File: src/rtl/spi_pkg.sv
// Shared types and width helpers for the parametrised SPI master.
package spi_pkg;

  typedef enum logic [2:0] {
    IDLE,
    START,
    SCLK_HIGH,
    SCLK_LOW,
    CS_WAIT,
    DONE
  } state_t;

  localparam int FREQ_W = 3;
  // Wide enough to count to the largest half-period, 2^7 cycles.
  localparam int DIV_W  = 8;

  function automatic int size_w(input int n);
    return $clog2(n) + 1;
  endfunction

  function automatic int cs_w(input int n);
    return (n > 1) ? $clog2(n) : 1;
  endfunction

endpackage

File: src/rtl/counter.sv
// Up-counter with synchronous clear; clear wins over increment.
module counter #(
  parameter int W = 8
) (
  input  logic         clk,
  input  logic         reset,
  input  logic         clr,
  input  logic         inc,
  output logic [W-1:0] q
);

  always_ff @(posedge clk) begin
    if (reset) begin
      q <= '0;
    end else if (clr) begin
      q <= '0;
    end else if (inc) begin
      q <= q + W'(1);
    end
  end

endmodule

File: src/rtl/shiftreg.sv
// Loadable left-shift register; the serial input enters at the LSB.
module shiftreg #(
  parameter int W = 8
) (
  input  logic         clk,
  input  logic         reset,
  input  logic         load_en,
  input  logic [W-1:0] load_data,
  input  logic         shift_en,
  input  logic         shift_in,
  output logic [W-1:0] q
);

  always_ff @(posedge clk) begin
    if (reset) begin
      q <= '0;
    end else if (load_en) begin
      q <= load_data;
    end else if (shift_en) begin
      q <= {q[W-2:0], shift_in};
    end
  end

endmodule

File: src/rtl/spi_master_param_ctrl.sv
// Transaction FSM and SCLK divider; drives sclk, ready and valid, plus datapath strobes.
module spi_master_param_ctrl
  import spi_pkg::*;
#(
  parameter int SW = 7
) (
  input  logic              clk,
  input  logic              reset,
  input  logic              recv_val,
  input  logic              send_rdy,
  input  logic [FREQ_W-1:0] freq,
  input  logic [SW-1:0]     bit_cnt,
  input  logic [SW-1:0]     size,
  output logic              idle_rdy,
  output logic              send_val,
  output logic              sclk,
  output logic              load_en,
  output logic              shift_en,
  output logic              finish_en
);

  state_t           state_reg;
  logic [DIV_W-1:0] div_reg;
  logic [DIV_W-1:0] half_m1;
  logic             phase_end;

  assign half_m1   = (DIV_W'(1) << freq) - DIV_W'(1);
  assign phase_end = (div_reg == half_m1);

  assign load_en   = (state_reg == IDLE) && recv_val;
  assign shift_en  = (state_reg == SCLK_HIGH) && phase_end;
  assign finish_en = (state_reg == CS_WAIT) && phase_end;

  // Every transition clears the divider so each phase lasts exactly H cycles.
  always_ff @(posedge clk) begin
    if (reset) begin
      state_reg <= IDLE;
      div_reg   <= '0;
      idle_rdy  <= 1'b1;
      send_val  <= 1'b0;
      sclk      <= 1'b0;
    end else begin
      div_reg <= div_reg + DIV_W'(1);
      case (state_reg)
        IDLE: begin
          if (recv_val) begin
            state_reg <= START;
            div_reg   <= '0;
            idle_rdy  <= 1'b0;
          end
        end
        START: begin
          if (phase_end) begin
            state_reg <= SCLK_HIGH;
            div_reg   <= '0;
            sclk      <= 1'b1;
          end
        end
        SCLK_HIGH: begin
          if (phase_end) begin
            state_reg <= SCLK_LOW;
            div_reg   <= '0;
            sclk      <= 1'b0;
          end
        end
        SCLK_LOW: begin
          if (phase_end) begin
            div_reg <= '0;
            if (bit_cnt == size) begin
              state_reg <= CS_WAIT;
            end else begin
              state_reg <= SCLK_HIGH;
              sclk      <= 1'b1;
            end
          end
        end
        CS_WAIT: begin
          if (phase_end) begin
            state_reg <= DONE;
            div_reg   <= '0;
            send_val  <= 1'b1;
          end
        end
        DONE: begin
          if (send_rdy) begin
            state_reg <= IDLE;
            div_reg   <= '0;
            send_val  <= 1'b0;
            idle_rdy  <= 1'b1;
          end
        end
        default: begin
          state_reg <= IDLE;
          div_reg   <= '0;
          idle_rdy  <= 1'b1;
          send_val  <= 1'b0;
          sclk      <= 1'b0;
        end
      endcase
    end
  end

endmodule

File: src/rtl/spi_master_param.sv
// Mode-0 SPI master with per-transaction packet size, one-hot chip select and SCLK divider.
module spi_master_param
  import spi_pkg::*;
#(
  parameter int nbits = 34,
  parameter int ncs   = 1,
  localparam int SW   = size_w(nbits),
  localparam int CW   = cs_w(ncs)
) (
  input  logic              clk,
  input  logic              reset,
  input  logic              recv_val,
  output logic              recv_rdy,
  input  logic [nbits-1:0]  recv_msg,
  output logic              send_val,
  input  logic              send_rdy,
  output logic [nbits-1:0]  send_msg,
  input  logic              packet_size_val,
  output logic              packet_size_rdy,
  input  logic [SW-1:0]     packet_size_msg,
  input  logic              cs_addr_val,
  output logic              cs_addr_rdy,
  input  logic [CW-1:0]     cs_addr_msg,
  input  logic              freq_val,
  output logic              freq_rdy,
  input  logic [FREQ_W-1:0] freq_msg,
  output logic [ncs-1:0]    cs,
  output logic              sclk,
  output logic              mosi,
  input  logic              miso
);

  localparam logic [SW-1:0] NBITS_SZ = SW'(nbits);
  localparam logic [CW:0]   NCS_V    = (CW + 1)'(ncs);

  logic [SW-1:0]     packet_size_reg, active_size_reg, size_clean;
  logic [CW-1:0]     cs_addr_reg, active_cs_reg, cs_clean;
  logic [FREQ_W-1:0] freq_reg, active_freq_reg;
  logic [ncs-1:0]    cs_reg;
  logic [nbits-1:0]  tx_load, tx_q, rx_q;
  logic [SW-1:0]     bit_cnt;
  logic              idle_rdy, load_en, shift_en, finish_en;
  logic              unused_tx_bits;

  assign recv_rdy        = idle_rdy;
  assign packet_size_rdy = idle_rdy;
  assign cs_addr_rdy     = idle_rdy;
  assign freq_rdy        = idle_rdy;

  always_comb begin
    size_clean = packet_size_msg;
    if (packet_size_msg == '0 || packet_size_msg > NBITS_SZ) begin
      size_clean = NBITS_SZ;
    end
    cs_clean = cs_addr_msg;
    if ({1'b0, cs_addr_msg} >= NCS_V) begin
      cs_clean = '0;
    end
  end

  // Left-align the packet so its first bit sits at the MSB, which drives mosi.
  assign tx_load = recv_msg << (NBITS_SZ - packet_size_reg);

  // The transaction runs on the active_* copies, so a config write that fires
  // alongside recv only takes effect on the following transaction.
  always_ff @(posedge clk) begin
    if (reset) begin
      packet_size_reg <= NBITS_SZ;
      cs_addr_reg     <= '0;
      freq_reg        <= '0;
      active_size_reg <= NBITS_SZ;
      active_cs_reg   <= '0;
      active_freq_reg <= '0;
      cs_reg          <= '1;
    end else begin
      if (load_en) begin
        active_size_reg <= packet_size_reg;
        active_cs_reg   <= cs_addr_reg;
        active_freq_reg <= freq_reg;
        cs_reg          <= ~(ncs'(1) << cs_addr_reg);
      end else if (finish_en) begin
        cs_reg <= '1;
      end
      if (idle_rdy && packet_size_val) packet_size_reg <= size_clean;
      if (idle_rdy && cs_addr_val)     cs_addr_reg     <= cs_clean;
      if (idle_rdy && freq_val)        freq_reg        <= freq_msg;
    end
  end

  spi_master_param_ctrl #(.SW(SW)) u_ctrl (
    .clk       (clk),
    .reset     (reset),
    .recv_val  (recv_val),
    .send_rdy  (send_rdy),
    .freq      (active_freq_reg),
    .bit_cnt   (bit_cnt),
    .size      (active_size_reg),
    .idle_rdy  (idle_rdy),
    .send_val  (send_val),
    .sclk      (sclk),
    .load_en   (load_en),
    .shift_en  (shift_en),
    .finish_en (finish_en)
  );

  shiftreg #(.W(nbits)) u_tx (
    .clk       (clk),
    .reset     (reset),
    .load_en   (load_en),
    .load_data (tx_load),
    .shift_en  (shift_en),
    .shift_in  (1'b0),
    .q         (tx_q)
  );

  shiftreg #(.W(nbits)) u_rx (
    .clk       (clk),
    .reset     (reset),
    .load_en   (load_en),
    .load_data ('0),
    .shift_en  (shift_en),
    .shift_in  (miso),
    .q         (rx_q)
  );

  counter #(.W(SW)) u_bits (
    .clk   (clk),
    .reset (reset),
    .clr   (load_en),
    .inc   (shift_en),
    .q     (bit_cnt)
  );

  assign cs             = cs_reg;
  assign mosi           = tx_q[nbits-1];
  assign unused_tx_bits = ^tx_q[nbits-2:0];

  genvar gi;
  generate
    for (gi = 0; gi < nbits; gi++) begin : g_mask
      assign send_msg[gi] = rx_q[gi] & (SW'(gi) < active_size_reg);
    end
  endgenerate

endmodule

File: config.mk
export PLATFORM = sky130hd
export DESIGN_NAME = spi_master_param
export DESIGN_NICKNAME = d
export VERILOG_FILES = /design/src/rtl/spi_pkg.sv /design/src/rtl/counter.sv /design/src/rtl/shiftreg.sv /design/src/rtl/spi_master_param_ctrl.sv /design/src/rtl/spi_master_param.sv
export SDC_FILE = /design/constraint.sdc
export NUM_CORES = 1
export LEC_CHECK = 0
export CELL_PAD_IN_SITES_DETAIL_PLACEMENT = 0
export CELL_PAD_IN_SITES_GLOBAL_PLACEMENT = 1
export CORE_MARGIN = 2
export CORE_UTILIZATION = 45
export DETAILED_ROUTE_END_ITERATION = 10
export PLACE_DENSITY_LB_ADDON = 0.1
export SYNTH_ARGS = -nofsm -noshare
export SYNTH_HDL_FRONTEND = slang
export SYNTH_SLANG_ARGS = --single-unit
File: constraint.sdc
create_clock -name clk -period 6.4 [get_ports clk]
set_clock_uncertainty 0.1 [all_clocks]
set_input_delay 1.6 -clock clk [delete_from_list [all_inputs] [get_ports clk]]
set_output_delay 1.6 -clock clk [all_outputs]
set_load 0.02 [all_outputs]
* Word-level counts from Yosys, hierarchy flattened *
Index checks and enable logic that the tools add are counted.

storage, ports and cells
  register bits after elaboration = 111
  word-level logic and storage cells = 156
  input bits = 53
  output and inout port bits = 42

cells by class
  equality and inequality tests = 14
  add/subtract/negate cells = 4
  bitwise gates (word level) = 38
  reduce and logical (&&, ||, !) cells = 19
  mux-type cells = 28
  shift operators = 3
  order comparisons = 36

operators by type and width
  kind                   number
  $lt A5 B7 Y1 const A   16
  $mux W34               2
  $lt A4 B7 Y1 const A   8
  $and A1 B1 Y1          34
  $shl A34 B7 Y34        1
  $lt A3 B7 Y1 const A   4
  $mux W8                3
  $pmux W8 S3            1
  $mux W3                7
  $pmux W3 S6            1
  $lt A1 B7 Y1 const A   2
  $lt A2 B7 Y1 const A   2
  $lt A6 B7 Y1 const A   2
  $mux W1                10
  $add A8 B1 Y8 const B  1
  $eq A8 B8 Y1           1
  $ne A2 B1 Y1 const B   4
  $reduce_or A4 Y1       2
  $shl A1 B3 Y8 const A  1
  $sub A8 B2 Y8 const B  1
  $add A7 B1 Y7 const B  1
  $eq A7 B7 Y1           1
  $gt A7 B6 Y1 const B   1
  $logic_not A7 Y1       1
  other kinds (20)       35

* Depth between registers and ports, before layout *
  depth after elaboration = 6
  mapped depth = 10
  gate-level depth less buffers = 7

* Cells and area by module *
From an unflattened synthesis, not the netlist that was laid out.

unflattened totals
  cells, all modules = 888
  area total of the unflattened synthesis = 8257.9 µm²

modules (own cells, without submodules)
  module                 sequential area each (µm²)  times used  cells an instance  area each (µm²)
  shiftreg               680.7                       2           151                1759.2
  spi_master_param       420.4                       1           425                3345.7
  spi_master_param_ctrl  280.3                       1           130                1111.1
  counter                140.1                       1           31                 282.8

* Worst setup path after synthesis *
No wires, ideal clock.

  kind = register to output
  from = register active_size_reg[2]
  to = output port send_msg[28]
  data arrival time = 1613 ps
  required time = 4700 ps
  cell stages (with the launch flop) = 6
  path slack = 3087 ps
  buffers on the path = 2
  cells stage by stage = dfxtp_1 -> clkbuf_1 -> clkbuf_1 -> and3_1 -> o21ai_0 -> a21boi_0

between the ends
  cells in the longest elaborated chain, start to end = 2

ends and longest elaborated chain
  item                    RTL line                 RTL
  from (decl)             spi_master_param.sv:36   logic [SW-1:0] packet_size_reg, active_size_reg, size_clean;
  from (signal assigned)  spi_master_param.sv:77   active_size_reg <= packet_size_reg;
  $lt A5 B7 Y1            spi_master_param.sv:141  assign send_msg[gi] = rx_q[gi] & (SW'(gi) < active_size_reg);
  $and A1 B1 Y1           spi_master_param.sv:141
  to (decl)               spi_master_param.sv:17   output logic [nbits-1:0] send_msg,

No other way between the ends.

* Final worst setup path *
  from = register active_size_reg[3]
  to = output port send_msg[2]

between the ends
  cells in the longest elaborated chain, start to end = 2

ends and longest elaborated chain
  item           RTL line
  $lt A2 B7 Y1   spi_master_param.sv:141
  $and A1 B1 Y1  spi_master_param.sv:141

No other way between the ends.

==> flow_metrics.tcl <==
set metrics [dict create \
    cp.arrival_ps 2600 \
    fmax_mhz 232 \
    grt_pass1_wl_mm 31.5 \
    core_area_sq_um 15200 \
    switching_share 0.384 \
    drt_iter0_drc 591 \
    relSlewSlack 0.262 \
    drtPass1Iterations 5 \
    avgSynthCellArea_sq_um 8.07 \
    antenna_found_initial 0 \
    cts_buffers 9 \
    dp.final_hpwl_mm 13.5 \
    vias 6550 \
    place_ws_ps 1770 \
    antennaDiodeCount 0 \
    htreeDepth 3 \
    synth_flop_cell "dfxtp_1" \
    power_frac_seq 0.395 \
    insertion_delay_ps 350 \
    required_ps 4700 \
    die_w_microns 129 \
    wire_per_inst_microns 17.2 \
    synthArstFlopShare 0 \
    dieArea_sq_um 16600 \
    grt_usage 0.233 \
    portBuffers 92 \
    min_path_type "reg -> reg" \
    layout.nets 964 \
    synth_cells 869 \
    comb_power_share 0.371 \
    status "completed" \
    syn_nets 925 \
    period_share 0.673 \
    area_growth_pct 16.4 \
    p_leak_uw 0.00271 \
    layout_setup_ws_ps 2100 \
    synthesis.area_sq_um 7010 \
    dieHeight_microns 129 \
    dpl.cell_count 1085 \
    ys_seq_area_frac 0.314 \
    drv_cap 0 \
    yosys_register_bits 110 \
    endpoint_kind "output pin" \
    clock_path_buffers 2 \
    power.switching_uw 862 \
    intPower_uw 1380 \
    cts_root_buf "clkbuf_16" \
    pin_count 95 \
    critPathMaxFanout 20 \
    criticalPathCategory "reg -> out" \
    vdd_drop_max_uv 156 \
    ys_warn_count 0 \
    fin_setup_tns_ps 0 \
    via_per_inst 5.95 \
    finalHoldViolations 0 \
    clock-sinks 110 \
    finalNonFillerCells 1101 \
    power.density_nw_per_um2 275 \
    wirelength_mm 18.9 \
    final_common_cell "nand2_1" \
    worst_pin_slew_ps 1100 \
    cts.clk_slew.worst_paths_ps 70 \
    final_cell_mix "nand2_1 (176), dfxtp_1 (109), clkdlybuf4s50_1 (91), a21oi_1 (65), o21ai_0 (52)" \
    drive_above_1_share 0.0942 \
    final_antenna_net_count 0 \
    finalWeightedCongestion 0.913 \
    row_count 45 \
    hold_path_depth 2 \
    post_cts_buffers 0 \
    start_kind "flop" \
    synth_cell_types 74 \
    synth_edf_count 0 \
    worst_r2r_path_depth 7 \
    p_clk_frac 0.234 \
    setup-violations-final 0 \
    finalCriticalPeriod_ps 4300 \
    grt_overflow_total 0 \
    rsz0062_at_grt "no" \
    hold_buffers 0 \
    cts_resized 0 \
    grt_pass1_vias 6203 \
    placed_area_sq_um 7890 \
    start_util 0.461 \
    drc 0 \
    grt_max_degree 80 \
    finish.instance_area_sq_um 8160 \
    cts_tree "yes" \
    drv_slew 0 \
]
## cell usage after synthesis (9+ instances only)
library cell | n | area [sq um]
nor2_1 | 44 | 165
o211ai_1 | 17 | 128
nor3_1 | 39 | 195
dfxtp_1 | 110 | 2200
and2_1 | 9 | 56.3
clkbuf_1 | 44 | 165
mux4_2 | 27 | 608
buf_2 | 19 | 95.1
nand3_1 | 17 | 85.1
a211oi_1 | 25 | 188
mux2_2 | 10 | 113
nand2b_1 | 9 | 56.3
a21boi_0 | 25 | 188
o21ai_0 | 52 | 260
a21oi_1 | 65 | 325
xnor2_1 | 11 | 96.3
nand2_1 | 176 | 661
mux2i_1 | 15 | 150
inv_1 | 10 | 37.5
## worst max-delay path, cell delays in order (launching register included)
cell and delay [ps]:
dfxtp_1 530, nor4_1 900, a21boi_0 230, clkdlybuf4s50_1 580
## power groups by stage
stage	Clock, uW	Combinational, uW	Sequential, uW
floorplan	0	643	862
global placement	0	817	894
detailed placement	0	829	899
CTS	539	831	885
global route	568	925	900
finish	526	833	886
## cell type report
type | instances | area [sq um]
clock buffer | 9 | 225
fill | 1462 | 7040
sequential | 110 | 2200
inverter | 11 | 41.3
timing repair buffer | 104 | 1010
multi-input combinational | 672 | 4400
clock inverter | 7 | 50.0
tap | 188 | 235
## routing by layer
metal  vias to the layer above  global-route usage  wire length (microns)
li1                       3233                   -                      -
met1                      3140               0.318                   8840
met2                       157               0.387                   8990
met3                        20              0.0341                    829
met4                         0              0.0601                    277
met5                         -                   0                      0
## worst paths after layout
| kind | start | endpoint | slack, ps |
|---|---|---|---|
| setup / recovery | active_size_reg[3] | send_msg[2] | 2100 |
| setup reg to reg | packet_size_reg[1] | u_tx.q[24] | 3010 |
| hold reg to reg | u_rx.q[33] | u_rx.q[33] | 360 |
| hold / removal | u_rx.q[33] | u_rx.q[33] | 360 |
## per-stage QoR
step                       util  hold WS [ps]  power, uW
after floorplan               -           327       1500
after global placement    0.519           341       1710
after detailed placement  0.519           350       1730
after CTS                 0.537           361       2260
after global routing      0.537           387       2390
final                     0.537           357       2250
## kinds of logic (layout without fill, tap and decap cells)
family / Yosys count / count (layout) / synth area share
AOI/OAI and AO/OA: 250 / 250 / 0.237
xor gates and xnor gates: 22 / 22 / 0.0307
adders and majority gates: 3 / 3 / 0.00535
buffers and inverters: 87 / 131 / 0.0585
DFF: 110 / 110 / 0.314
muxes: 52 / 52 / 0.124
and+or+nand+nor: 345 / 345 / 0.230
(Power assumes the default switching activity.)
